## config.mk

```make
export PLATFORM = sky130hd
export DESIGN_NAME = mem_bus_arbiter
export DESIGN_NICKNAME = d
export VERILOG_FILES = /design/src/rtl/mem_bus_arbiter_pkg.sv /design/src/rtl/mem_bus_arbiter_timeout_ctr.sv /design/src/rtl/mem_bus_arbiter.sv
export SDC_FILE = /design/constraint.sdc
export NUM_CORES = 1
export LEC_CHECK = 0
export ABC_AREA = 1
export BUFFER_PORTS_ARGS = -buffer_cell sky130_fd_sc_hd__buf_2
export CAP_MARGIN = 5
export CORE_UTILIZATION = 41
export DETAILED_ROUTE_END_ITERATION = 10
export PLACE_DENSITY = 0.69
export SETUP_SLACK_MARGIN = 0.05
export SLEW_MARGIN = 10
export SYNTH_ARGS = -nofsm -noshare
export SYNTH_HDL_FRONTEND = slang
export SYNTH_SLANG_ARGS = --single-unit
```

## constraint.sdc

```tcl
create_clock -name clk -period 4 [get_ports clk]
set_clock_uncertainty 0.2 [all_clocks]
set_input_delay 0 -clock clk [delete_from_list [all_inputs] [get_ports clk]]
set_output_delay 0 -clock clk [all_outputs]
set_load 0.05 [all_outputs]
```

## src/rtl/mem_bus_arbiter_pkg.sv

```systemverilog
// Shared types for the IF/MEM memory bus arbiter.
// Holds FSM state codes, write-enable levels and the counter width helper.
package mem_bus_arbiter_pkg;

   typedef enum logic [1:0] {
      ARB_IDLE     = 2'd0,
      ARB_BUSY_IF  = 2'd1,
      ARB_BUSY_MEM = 2'd2,
      ARB_DONE     = 2'd3
   } arb_state_e;

   localparam logic WRITE_ENABLE  = 1'b1;
   localparam logic WRITE_DISABLE = 1'b0;

   // Bits needed to count from 0 up to limit inclusive.
   function automatic int cnt_width(input int limit);
      return (limit < 2) ? 1 : $clog2(limit + 1);
   endfunction

endpackage

```

## src/rtl/mem_bus_arbiter_timeout_ctr.sv

```systemverilog
// Bus-cycle watchdog, built only when ARB_TIMEOUT_EN is defined.
// Ports: clk, rst (async, active low), i_clear, i_enable, o_expire.
`ifdef ARB_TIMEOUT_EN
module arb_timeout_ctr
   import mem_bus_arbiter_pkg::*;
#(
   parameter int LIMIT = 255
) (
   input  logic clk,
   input  logic rst,
   input  logic i_clear,
   input  logic i_enable,
   output logic o_expire
);

   localparam int W = cnt_width(LIMIT);

   logic [W-1:0] r_cnt;
   logic         w_hit;

   // Terminal count is LIMIT-1: the LIMIT-th busy cycle expires.
   assign w_hit    = (r_cnt == W'(LIMIT - 1));
   assign o_expire = i_enable & w_hit;

   always_ff @(posedge clk or negedge rst) begin
      if (!rst) begin
         r_cnt <= '0;
      end else if (i_clear) begin
         r_cnt <= '0;
      end else if (i_enable && !w_hit) begin
         r_cnt <= r_cnt + W'(1);
      end
   end

endmodule
`endif

```

## src/rtl/mem_bus_arbiter.sv

```systemverilog
// Single-port memory bus arbiter, MEM over IF, with stall requests.
// Ports: clk, rst (async low), flush; IF req/addr/rdata/ack;
//   MEM req/we/sel/addr/wdata/rdata/ack; stallreq_if/mem;
//   bus stb/we/sel/addr/wdata/rdata/ack/err.
// Optional watchdog: define ARB_TIMEOUT_EN.
module mem_bus_arbiter
   import mem_bus_arbiter_pkg::*;
#(
   parameter int ADDR_W         = 32,
   parameter int DATA_W         = 32,
   parameter int TIMEOUT_CYCLES = 255
) (
   input  logic                clk,
   input  logic                rst,
   input  logic                flush,
   input  logic                if_req,
   input  logic [ADDR_W-1:0]   if_addr,
   output logic [DATA_W-1:0]   if_rdata,
   output logic                if_ack,
   input  logic                mem_req,
   input  logic                mem_we,
   input  logic [DATA_W/8-1:0] mem_sel,
   input  logic [ADDR_W-1:0]   mem_addr,
   input  logic [DATA_W-1:0]   mem_wdata,
   output logic [DATA_W-1:0]   mem_rdata,
   output logic                mem_ack,
   output logic                stallreq_if,
   output logic                stallreq_mem,
   output logic                bus_stb,
   output logic                bus_we,
   output logic [DATA_W/8-1:0] bus_sel,
   output logic [ADDR_W-1:0]   bus_addr,
   output logic [DATA_W-1:0]   bus_wdata,
   input  logic [DATA_W-1:0]   bus_rdata,
   input  logic                bus_ack,
   output logic                bus_err
);

   localparam int SEL_W = DATA_W / 8;

   arb_state_e        r_state;
   arb_state_e        w_state_nxt;
   logic              r_stb;
   logic              w_stb_nxt;
   logic              r_we;
   logic              w_we_nxt;
   logic [SEL_W-1:0]  r_sel;
   logic [SEL_W-1:0]  w_sel_nxt;
   logic [ADDR_W-1:0] r_addr;
   logic [ADDR_W-1:0] w_addr_nxt;
   logic [DATA_W-1:0] r_wdata;
   logic [DATA_W-1:0] w_wdata_nxt;
   logic [DATA_W-1:0] r_if_rdata;
   logic [DATA_W-1:0] w_if_rdata_nxt;
   logic [DATA_W-1:0] r_mem_rdata;
   logic [DATA_W-1:0] w_mem_rdata_nxt;
   logic              r_if_ack;
   logic              w_if_ack_nxt;
   logic              r_mem_ack;
   logic              w_mem_ack_nxt;
   logic              r_err;
   logic              w_err_nxt;
   logic              r_kill;
   logic              w_kill_nxt;
   logic              w_killed;
   logic              w_grant;
   logic              w_expire;

`ifdef ARB_TIMEOUT_EN
   arb_timeout_ctr #(
      .LIMIT (TIMEOUT_CYCLES)
   ) u_timeout (
      .clk      (clk),
      .rst      (rst),
      .i_clear  (w_grant),
      .i_enable (r_stb),
      .o_expire (w_expire)
   );
`else
   logic w_unused_cfg;
   assign w_expire     = 1'b0;
   assign w_unused_cfg = w_grant ^ (TIMEOUT_CYCLES != 0);
`endif

   // A flush seen at any point of an IF bus cycle kills its ack.
   assign w_killed = r_kill | flush;

   always_comb begin
      w_state_nxt     = r_state;
      w_stb_nxt       = r_stb;
      w_we_nxt        = r_we;
      w_sel_nxt       = r_sel;
      w_addr_nxt      = r_addr;
      w_wdata_nxt     = r_wdata;
      w_if_rdata_nxt  = r_if_rdata;
      w_mem_rdata_nxt = r_mem_rdata;
      w_if_ack_nxt    = 1'b0;
      w_mem_ack_nxt   = 1'b0;
      w_err_nxt       = 1'b0;
      w_kill_nxt      = r_kill;
      w_grant         = 1'b0;
      unique case (r_state)
         ARB_IDLE: begin
            if (mem_req) begin
               w_grant     = 1'b1;
               w_stb_nxt   = 1'b1;
               w_we_nxt    = mem_we;
               w_sel_nxt   = mem_sel;
               w_addr_nxt  = mem_addr;
               w_wdata_nxt = mem_wdata;
               w_state_nxt = ARB_BUSY_MEM;
            end else if (if_req && !flush) begin
               w_grant     = 1'b1;
               w_stb_nxt   = 1'b1;
               w_we_nxt    = WRITE_DISABLE;
               w_sel_nxt   = '1;
               w_addr_nxt  = if_addr;
               w_wdata_nxt = '0;
               w_kill_nxt  = 1'b0;
               w_state_nxt = ARB_BUSY_IF;
            end
         end
         ARB_BUSY_IF: begin
            w_kill_nxt = w_killed;
            // Slave ack on the terminal count wins over timeout.
            if (bus_ack || w_expire) begin
               w_stb_nxt   = 1'b0;
               w_err_nxt   = !bus_ack;
               w_state_nxt = ARB_DONE;
               if (!w_killed) begin
                  w_if_ack_nxt   = 1'b1;
                  w_if_rdata_nxt = bus_ack ? bus_rdata : '0;
               end
            end
         end
         ARB_BUSY_MEM: begin
            if (bus_ack || w_expire) begin
               w_stb_nxt     = 1'b0;
               w_err_nxt     = !bus_ack;
               w_mem_ack_nxt = 1'b1;
               w_state_nxt   = ARB_DONE;
               if (!bus_ack) begin
                  w_mem_rdata_nxt = '0;
               end else if (r_we == WRITE_DISABLE) begin
                  w_mem_rdata_nxt = bus_rdata;
               end
            end
         end
         ARB_DONE: begin
            w_state_nxt = ARB_IDLE;
         end
         default: begin
            w_state_nxt = ARB_IDLE;
         end
      endcase
   end

   always_ff @(posedge clk or negedge rst) begin
      if (!rst) begin
         r_state <= ARB_IDLE;
      end else begin
         r_state <= w_state_nxt;
      end
   end

   always_ff @(posedge clk or negedge rst) begin
      if (!rst) begin
         r_stb       <= 1'b0;
         r_we        <= WRITE_DISABLE;
         r_sel       <= '0;
         r_addr      <= '0;
         r_wdata     <= '0;
         r_if_rdata  <= '0;
         r_mem_rdata <= '0;
         r_if_ack    <= 1'b0;
         r_mem_ack   <= 1'b0;
         r_err       <= 1'b0;
         r_kill      <= 1'b0;
      end else begin
         r_stb       <= w_stb_nxt;
         r_we        <= w_we_nxt;
         r_sel       <= w_sel_nxt;
         r_addr      <= w_addr_nxt;
         r_wdata     <= w_wdata_nxt;
         r_if_rdata  <= w_if_rdata_nxt;
         r_mem_rdata <= w_mem_rdata_nxt;
         r_if_ack    <= w_if_ack_nxt;
         r_mem_ack   <= w_mem_ack_nxt;
         r_err       <= w_err_nxt;
         r_kill      <= w_kill_nxt;
      end
   end

   assign bus_stb      = r_stb;
   assign bus_we       = r_we;
   assign bus_sel      = r_sel;
   assign bus_addr     = r_addr;
   assign bus_wdata    = r_wdata;
   assign bus_err      = r_err;
   assign if_rdata     = r_if_rdata;
   assign if_ack       = r_if_ack;
   assign mem_rdata    = r_mem_rdata;
   assign mem_ack      = r_mem_ack;
   assign stallreq_if  = if_req & ~r_if_ack;
   assign stallreq_mem = mem_req & ~r_mem_ack;

endmodule
```

Word-level counts from Yosys, hierarchy flattened
Cells that the tools add are included.
- memory bits (read-only): 0
- bits in latches: 0
- output and inout port bits: 139
- bits of input ports: 139
- bits in registers: 140
- word-level logic and storage cells: 65
- memory bits (writable): 0
- memories: 0
- equality and inequality tests: 7
- reduce and logical (&&, ||, !) cells: 14
- $lt $le $gt $ge: 0
- div/mod/pow operators: 0
- shift-type cells: 0
- add/sub/neg operators: 0
- multiply operators: 0
- mux-type cells: 25
- bitwise gates (word level): 7
- operators with widths (kind ; count):
    32-bit 2-to-1 mux ; 4
    1-bit 2-to-1 mux ; 13
    3-bit AND reduction ; 4
    4-bit 2-to-1 mux ; 2
    2-bit 2-to-1 mux ; 3
    2-bit case mux with 3 select lines ; 1
    2-bit nonzero test ; 3
    2-bit equality test, second input constant ; 2
    2-bit != test, second input constant ; 2
    1-bit NOT ; 4
    1-bit case mux with 2 select lines ; 2
    2-bit AND reduction ; 2
    3-bit != test, second input constant ; 1
    1-bit bitwise AND ; 2
    2-bit by 1-bit equality test with 1-bit output, second input constant ; 1
    1-bit logical NOT ; 2
    2-bit logical NOT ; 1
    2-bit by 1-bit != test with 1-bit output, second input constant ; 1
    2-bit OR reduction ; 1
    1-bit logical AND ; 1
    1-bit OR ; 1

Longest topological paths before layout
Gate-level depths: netlist of run 1.
- word-level depth: 5
- gate-level depth with buffers: 9
- depth with buffers taken out: 8

Least setup slack after synthesis of run 1
Ideal clock, no wire load.
- path kind: reg2reg
- start: register r_state[0]
- end: register r_addr[10], in the netlist bus_addr[10]
- data arrival time: 1.312 ns
- period minus slack after synthesis: 1.636 ns
- path buffers: 1
- library setup time: 0.124 ns
- setup slack: 2.364 ns
- data required time: 3.676 ns
- stages on the path, launching flop included: 9
- cell sequence: dfrtp_1 -> inv_1 -> ha_1 -> nand3_1 -> nand2_2 -> inv_2 -> buf_6 -> nand2_1 -> nand2_1
- word-level cells in the longest chain between the ends: 2
- ends and longest elaborated chain (what ; RTL line ; source):
    start: declaration ; mem_bus_arbiter.sv:41 ; arb_state_e r_state;
    start signal: assignment ; mem_bus_arbiter.sv:162 ; r_state <= w_state_nxt;
    2-bit logical NOT ; mem_bus_arbiter.sv:102 ; unique case (r_state)
    2-bit AND reduction (no line) ; n/a ;
    end signal: assignment ; mem_bus_arbiter.sv:183 ; r_addr <= w_addr_nxt;
    end: declaration ; mem_bus_arbiter.sv:49 ; logic [ADDR_W-1:0] r_addr;
No other way between the ends.
A chain may end at the register's enable or synchronous reset.

Worst setup path after layout of run 1
- start: register r_state[0]
- end: register r_addr[25], in the netlist bus_addr[25]
The elaborated chain is that of the path after synthesis.

==> results.cfg, run 1 <==
[run_status]
status = finished, final reports clean

[critical_path]
critPathTopFamily = buffers and inverters
end_kind = flip-flop
cp-start-kind = flip-flop
crit_arrival_ns = 2.73
path_cells = inv_1 -> ha_1 -> nand2_4 -> nand2_2 -> buf_4 -> o211ai_1 -> dlygate4sd3_1 -> nand2_1
cp.buffers_inverters = 3
critical_path.slowest_cell = dlygate4sd3_1
slowest_delay_ns = 0.63
crit_type = reg -> reg
crit_fanout = 38
cp.required_ns = 4.15

[placement]
dp.cells = 1047
portBuffers = 276
gp_congestion = 0.7883
dp_hpwl_um = 10760

[synth]
synth_xor_area_share_pct = 0
synth_top_family_by_area = simple AND/OR/NAND/NOR gates
synth_fp_nets = 767
synth_simple_gate_area_share_pct = 21.14
synth-seq-cells = 139
synth_top_area_cell = dfrtp_1
synth_top_area_share_pct = 60.28
yosysSeqAreaShare_pct = 60.28
synth_compound_area_share_pct = 10.23
yosysWarnings = 0
synthTopCellsByArea = dfrtp_1, nand2_1, o21ai_0
yosysUniqueCellTypes = 23
synth_mux_area_share_pct = 0
synthCells = 623
netlist_area_um2 = 5771
syn_avg_cell_area_um2 = 9.262
synth_fa_ha_area_share_pct = 1.084

[floorplanning]
start_util_pct = 42.73
die_x_um = 120.6
floorplan.die_area_um2 = 14550
rows = 42
core_um2 = 13510
ioPinCount = 278
fp.dieH_um = 120.6

[cells_and_area]
final_layout_size_suffix_gt1_share_pct = 31.00
antenna_cells = 0
fin_cells = 1234
area_delta_synth_final_pct = 62.64
nNetsFinal = 1189
final_common_cell = buf_2
num-fill-cells = 973
layout_common_cells = buf_2, nand2_1, dlygate4sd3_1

[global_routing]
grt_start_max_net_pins = 66
grt.overflow.total = 0
grt_pass1_wl_um = 29030
first_global_vias = 5949
antenna_found_initial = 0
grt.total_usage_pct = 25.97

[routing]
ant_nets = 0
wire_per_inst_um = 14.94
initialDrtViolationCount = 371
vias_per_cell = 4.727
firstDrtPassIters = 5
drc = 0
vias = 5833
wl_um = 18440

[clocking]
cts_setup_buffers = 0
htreeDepth = 4
clock-sinks = 139
cts-hold-fix-buffers = 155
cts_root_buf = clkbuf_16
clk_latency_ns = 0.41
cts_tree = built
clock_path_buffers = 2
clk_pin_slew_ns = 0.06
post_cts_resized = 0
cts-buffers-inserted = 17

[sta]
setup_viol = 0
fmax_mhz = 388.2
final.min_clock_period_ns = 2.576
rsz0062_at_grt = no
final.period_utilization_pct = 64.40
relSlewSlack_pct = 50.44
worst-slew-pin-transition_ns = 0.7433
tns_ns = 0
final-hold-violation-count = 0
drv_slew = 0

[power_and_ir_drop]
peakVddDrop_v = 0.0005711
p_per_area_nw_per_um2 = 911.3
p_leak_nw = 5.064

[worst_hold_path]
hp-class = in -> reg

[flow_run]
cap_violations = 0
## state kept, by name, summed over array words and instances (netlist names)
signal	count
bus_sel	4
r_kill	1
bus_we	1
mem_rdata	32
bus_addr	32
bus_wdata	32
if_rdata	32
r_state	2
mem_ack	1
if_ack	1
bus_stb	1
## cell usage after synthesis, drive strengths merged
library cell    n
a21oi           1
buf            22
clkbuf         12
conb            1
dfrtp         139
ha              5
inv            45
nand2         240
nand3           6
nor2           18
o211ai         32
o21ai          69
or2            33
## path summary, 6_finish.rpt
path / startpoint / endpoint / slack [ns] / depth (start not counted)
setup / recovery: r_state[0] / bus_addr[25] / 1.42 / 8
hold / removal: mem_req / r_state[1] / 0.10 / 3
setup reg to reg: r_state[0] / bus_addr[25] / 1.42 / 8
hold reg to reg: bus_wdata[24] / bus_wdata[24] / 0.27 / 2
max in group asynchronous: rst / mem_rdata[18] / 2.61 / 4
min in group asynchronous: rst / if_rdata[27] / 0.50 / 4
## kinds of logic (layout without fill, tap and decap cells)
logic type                 count (synthesis)  count (layout)
AOI/OAI and AO/OA                        102             102
adders and majority gates                  5               5
buffers and inverters                     79             514
DFF                                      139             139
other                                      1               1
and+or+nand+nor                          297             297
## through the flow
step           instance area (µm²)  worst slack, ns  power, mW  hold WS, ns  util [%]
6_report                      9385            1.424      8.553       0.1038     69.49
2_1_floorplan                 5771            2.364      5.569      -0.4956         -
5_1_grt                       9385            1.298      8.992       0.1336     69.49
3_3_place_gp                  7194            2.105      6.478      -0.1662     53.27
3_5_place_dp                  7194            2.017      6.535      -0.1698     53.27
4_1_cts                       9385            1.504      8.530      0.05416     69.49
## routing by layer
layer	up-vias	GRT usage, %	part of all wire, %
li1	2801	-	-
met1	2740	28.93	40
met2	245	44.79	50
met3	47	8.585	7.6
met4	0	12.11	2.9
met5	-	0	0
## worst reg2reg max path, cell delays in order (launching register included)
cell	delay, ns
dfrtp_1	0.39
inv_1	0.14
ha_1	0.30
nand2_4	0.10
nand2_2	0.12
buf_4	0.38
o211ai_1	0.19
dlygate4sd3_1	0.63
nand2_1	0.06
## where the power goes
group | internal [mW] | switching [mW] | total [mW]
clock | 1.04 | 0.599 | 1.64
sequential | 2.05 | 0.342 | 2.39
combinational | 1.15 | 3.37 | 4.52
## layout make-up
class | count | area, µm² | area share [%]
multi-input combinational | 405 | 1882 | 20.05
timing repair buffer | 437 | 3014 | 32.12
tap | 176 | 220.2 | 2.346
sequential | 139 | 3478 | 37.06
inverter | 45 | 168.9 | 1.800
clock inverter | 11 | 141.4 | 1.506
clock buffer | 21 | 480.5 | 5.119
(Power assumes the default switching activity.)
==> run 2, diff against run 1 <==
Settings changed: ABC_AREA 1 to 0, PLACE_DENSITY 0.69 to 0.7.
Clock period 4 ns to 2.4 ns, I/O delays scaled along.
==> results.cfg, run 2 <==
[run_status]
status = finished, violations left
violations = negative hold slack

[sta]
worst-slew-pin-transition_ns = 0.6979
drv_slew = 0
fin_ws_ns = 0.1769
setup_viol = 0
fmax_mhz = 449.8
final-hold-violation-count = 22
rsz0062_at_grt = no
final.period_utilization_pct = 92.63
tns_ns = 0
relSlewSlack_pct = 53.47
whs_ns = -0.02530
final.min_clock_period_ns = 2.223

[critical_path]
cp.required_ns = 2.54
crit_fanout = 37
crit_type = reg -> reg
ff2ff_path_depth = 6
end_kind = flip-flop
cp-start-kind = flip-flop
crit_arrival_ns = 2.36

[routing]
ant_nets = 0
topRoutingLayerUsed = met4
initialDrtViolationCount = 155
vias_per_cell = 4.886
vias = 4730
wl_um = 16100
firstDrtPassIters = 4
drc = 0
met1_length_um = 6046
met3_length_um = 824
wl_met2_um = 8694
wire_per_inst_um = 16.63

[synth]
netlist_area_um2 = 5653
yosysWarnings = 0
synthTopCellsByCount = dfrtp_1, mux2_2, a22o_1
synth-seq-cells = 139
synthTopCellsByArea = dfrtp_1, mux2_2, a22o_1
ys.flop_type = dfrtp_1
syn_avg_cell_area_um2 = 15.66
synth_top_area_share_pct = 61.53
synth_edf_count = 0
synth_fp_nets = 505
synthCells = 361
synth_top_area_cell = dfrtp_1
yosysSeqAreaShare_pct = 61.53
yosysMostFrequentCell = dfrtp_1
async_reset_ff_share_pct = 100.0
yosysUniqueCellTypes = 29

[global_routing]
grt.total_usage_pct = 22.86
first_global_vias = 5019
grt.overflow.total = 0
grt_start_max_net_pins = 75
grt_pass1_wl_um = 25130
antenna_found_initial = 0

[placement]
pre_cts_ws_ns = 0.05289
gp_congestion = 0.7720
portBuffers = 276
dp_hpwl_um = 9717

[flow_run]
cap_violations = 0

[cells_and_area]
layout_common_cells = buf_2, dlygate4sd3_1, dfrtp_1
area_delta_synth_final_pct = 62.26
nNetsFinal = 926
final_layout_size_suffix_gt1_share_pct = 56.06
antenna_cells = 0
final_common_cell = buf_2
num-fill-cells = 952

[power_and_ir_drop]
internal_power_mw = 7.167
seq_power_share_pct = 29.0
peakVddDrop_v = 0.0008816
power_switching_mw = 6.947
p_comb_share_pct = 54.7
p_sw_share_pct = 49.22
p_per_area_nw_per_um2 = 1539
p_leak_nw = 4.489
clock_power_share_pct = 16.3

[floorplanning]
ioPinCount = 278
rows = 42
core_um2 = 13350
fp.dieH_um = 119.4
die_x_um = 119.4
start_util_pct = 42.35
floorplan.die_area_um2 = 14260

[clocking]
cts-buffers-inserted = 17
clk_latency_ns = 0.40
clock-sinks = 139
htreeDepth = 4
clock_path_buffers = 2
cts_tree = built
cts_setup_buffers = 0
cts_root_buf = clkbuf_16
clk_pin_slew_ns = 0.06

[worst_hold_path]
hp-class = in -> async
==> run 2: cell count changes in the layout (fill, tap and decap cells not counted), moves of 6 or more <==
cell	previous run	this run
inv_1	42	4
or2_0	8	0
or2_2	6	0
dlygate4sd3_1	154	142
or2_1	19	0
nand2_1	238	2
mux2_2	0	127
o21ai_0	68	2
a22o_1	0	33
nor2_1	18	1
o211ai_1	32	0
==> run 2: worst paths after layout <==
path | from | end | slack [ns]
worst max-delay path | r_state[0] | bus_sel[1] | 0.18
worst min-delay path | rst | if_rdata[8] | -0.03
worst max register to register | r_state[0] | bus_sel[1] | 0.18
worst min register to register | bus_wdata[28] | bus_wdata[28] | 0.29
max in group asynchronous | rst | bus_wdata[5] | 1.24
min in group clk | if_req | bus_stb | 0.12
==> run 2: area by class of cell <==
cell class	count	area (µm²)	area share, %
clock buffer	22	474.2	5.170
clock inverter	7	45.04	0.4911
inverter	5	18.77	0.2046
multi-input combinational	194	2021	22.03
sequential	139	3478	37.92
tap	176	220.2	2.401
timing repair buffer	425	2915	31.78
==> run 2: metal layers <==
| metal | vias to the layer above | global-route usage, % |
|---|---|---|
| met4 | 0 | 11.56 |
| met3 | 41 | 4.741 |
| met5 | - | 0 |
| met2 | 195 | 41.86 |
| met1 | 2342 | 24.83 |
| li1 | 2152 | - |
==> run 2: cell families (layout without fill, tap and decap cells) <==
family	Yosys count	in the layout	synth area share [%]
buf+inv	28	459	2.988
mux	130	130	25.90
flops	139	139	61.53
fa+ha+maj	5	5	1.107
other cells	1	1	0.06634
compound gates	46	46	6.884
simple gates	12	12	1.527
==> run 2: power by group through the flow <==
stage	clock network [mW]	logic, mW	registers (mW)
after floorplan	0	1.78	7.96
after global placement	0	7.34	4.04
after detailed placement	0	7.46	4.08
after CTS	2.35	7.72	4.07
after global routing	2.46	8.02	4.22
final	2.30	7.73	4.09
==> run 2: worst max-delay path: stages (launching register included) <==
cell	delay, ns
dfrtp_1	0.40
inv_1	0.14
ha_2	0.25
a21boi_4	0.21
buf_12	0.23
o22a_1	0.17
dlygate4sd3_1	0.54
==> run 2: what timing repair did <==
item / in CTS / in global routing
hold buffers: 142 / 0
endpoints found under the hold margin: 278 / 0
endpoints found under the setup margin: 2 / 26
gates resized for setup: 1 / 2
==> run 2: through the flow <==
step	area [µm²]	util, %	power, mW	hold WS, ns	instances
floorplan	5653	-	9.748	-0.4956	361
global placement	7224	54.12	11.39	-0.1351	797
detailed placement	7224	54.12	11.54	-0.1255	797
CTS	9166	68.67	14.13	0.005220	968
global route	9173	68.72	14.71	0.03611	968
finish	9173	68.72	14.11	-0.02530	968
==> run 3, diff against run 2 <==
Settings changed: CORE_UTILIZATION 41 to 46, PLACE_DENSITY 0.7 to 0.77, RECOVER_POWER set to 100.
==> results.cfg, run 3 (synthesis results as in run 2) <==
[run_status]
status = finished, final reports clean

[global_routing]
grt.total_usage_pct = 26.92
antenna_found_initial = 0
grt_pass1_wl_um = 26230
grt_start_max_net_pins = 56
first_global_vias = 5328
grt.overflow.total = 0

[worst_hold_path]
hp-class = in -> reg
hold_path_end = r_kill
worstHoldStart = if_req
hold_depth = 4

[power_and_ir_drop]
p_leak_nw = 4.090
p_per_area_nw_per_um2 = 1559
power_switching_mw = 7.010
peakVddDrop_v = 0.0009976
seq_power_share_pct = 29.6
p_sw_share_pct = 50.07
clock_power_share_pct = 17.5
total_power_mw = 14.00
internal_power_mw = 6.991
p_comb_share_pct = 52.9

[sta]
drv_slew = 0
setup_viol = 0
fin_ws_ns = 0.1519
rsz0062_at_grt = no
final.period_utilization_pct = 93.67
fmax_mhz = 444.8
tns_ns = 0
worst-slew-pin-transition_ns = 0.8949
whs_ns = 0.02013
final.min_clock_period_ns = 2.248
final-hold-violation-count = 0
relSlewSlack_pct = 40.34

[cells_and_area]
final_layout_size_suffix_gt1_share_pct = 38.59
antenna_cells = 0
layout_common_cells = dlygate4sd3_1, dfrtp_1, clkbuf_1
multi_input_area_um2 = 2021
num-fill-cells = 816
seq_area_um2 = 3478
area_delta_synth_final_pct = 58.85
final_area_um2 = 8980
nNetsFinal = 926
final_common_cell = dlygate4sd3_1

[clocking]
cts_root_buf = clkbuf_16
clk_pin_slew_ns = 0.05
cts-buffers-inserted = 17
clock_path_buffers = 2
clk_latency_ns = 0.41
htreeDepth = 4
clock-sinks = 139
cts_tree = built
cts_setup_buffers = 0

[routing]
vias_per_cell = 5.097
ant_nets = 0
wire_per_inst_um = 17.40
drc = 0
vias = 4791
wl_um = 16350
firstDrtPassIters = 5
initialDrtViolationCount = 196

[critical_path]
cp.buffers_inverters = 4
slowest_delay_ns = 0.59
path_cells = dlygate4sd3_1 -> clkbuf_2 -> buf_6 -> mux2_2 -> dlygate4sd3_1 -> mux2_2
crit_fanout = 30
critical_path.slowest_cell = dlygate4sd3_1
crit_type = in -> reg
regToRegSetupSlack_ns = 0.17
r2r_start = r_state[0]
critPathTopFamily = buffers and inverters
cp.required_ns = 2.48
ff2ff_path_depth = 6
r2r_end = bus_sel[3]
cp-start-kind = input pin
end_kind = flip-flop
crit_arrival_ns = 2.33

[floorplanning]
start_util_pct = 47.06
core_um2 = 12010
fp.dieH_um = 112.9
ioPinCount = 278
die_x_um = 112.9
floorplan.die_area_um2 = 12740
rows = 40

[placement]
placed_area_um2 = 7181
dp_hpwl_um = 9461
gp_congestion = 0.7796
pre_cts_ws_ns = 0.07936
portBuffers = 276

[flow_run]
cap_violations = 0
-- run 3: routing by layer --
layer  global-route usage [%]  part of all wire, %
met5                        0                    0
met4                    16.75                  5.1
met3                    6.106                  5.2
met2                    48.81                   54
met1                    28.40                   36
-- run 3: cell type report --
cell class | count | share of cell area [%]
clock inverter | 7 | 0.7245
inverter | 5 | 0.2090
sequential | 139 | 38.73
clock buffer | 23 | 5.545
tap | 147 | 2.048
timing repair buffer | 425 | 30.24
multi-input combinational | 194 | 22.50
-- run 3: worst max path at each step --
stage / depth (start not counted) / startpoint / slack (ns) / end
after global routing: 6 / r_state[0] / 0.07 / bus_sel[3]
final: 6 / mem_req / 0.15 / bus_addr[31]
after global placement: 4 / r_state[0] / 0.23 / bus_wdata[24]
after CTS: 4 / r_state[0] / 0.07 / bus_wdata[10]
after floorplan: 5 / r_state[1] / 0.52 / if_rdata[12]
after detailed placement: 4 / r_state[0] / 0.08 / bus_wdata[10]
-- run 3: through the flow --
stage | utilization [%] | instances
after CTS | 76.39 | 940
after detailed placement | 59.78 | 767
final | 74.76 | 940
after global placement | 59.78 | 767
after global routing | 74.76 | 940
after floorplan | - | 361
-- run 3: power by group through the flow --
stage	combinational, mW	clock, mW	sequential, mW
floorplan	1.78	0	7.96
global placement	7.30	0	4.03
detailed placement	7.45	0	4.08
CTS	7.70	2.49	4.07
global route	7.72	2.61	4.27
finish	7.40	2.46	4.14
-- run 3: timing repair --
action	CTS	global route
resized for setup	0	3
hold buffers	143	0
setup endpoints to repair	0	45
hold endpoints to repair	278	0
-- run 3: worst register-to-register path, stage by stage (launching register included) --
cell	delay, ns
dfrtp_1	0.39
inv_1	0.14
ha_2	0.25
a21boi_4	0.21
buf_12	0.23
o22a_1	0.20
dlygate4sd3_1	0.54
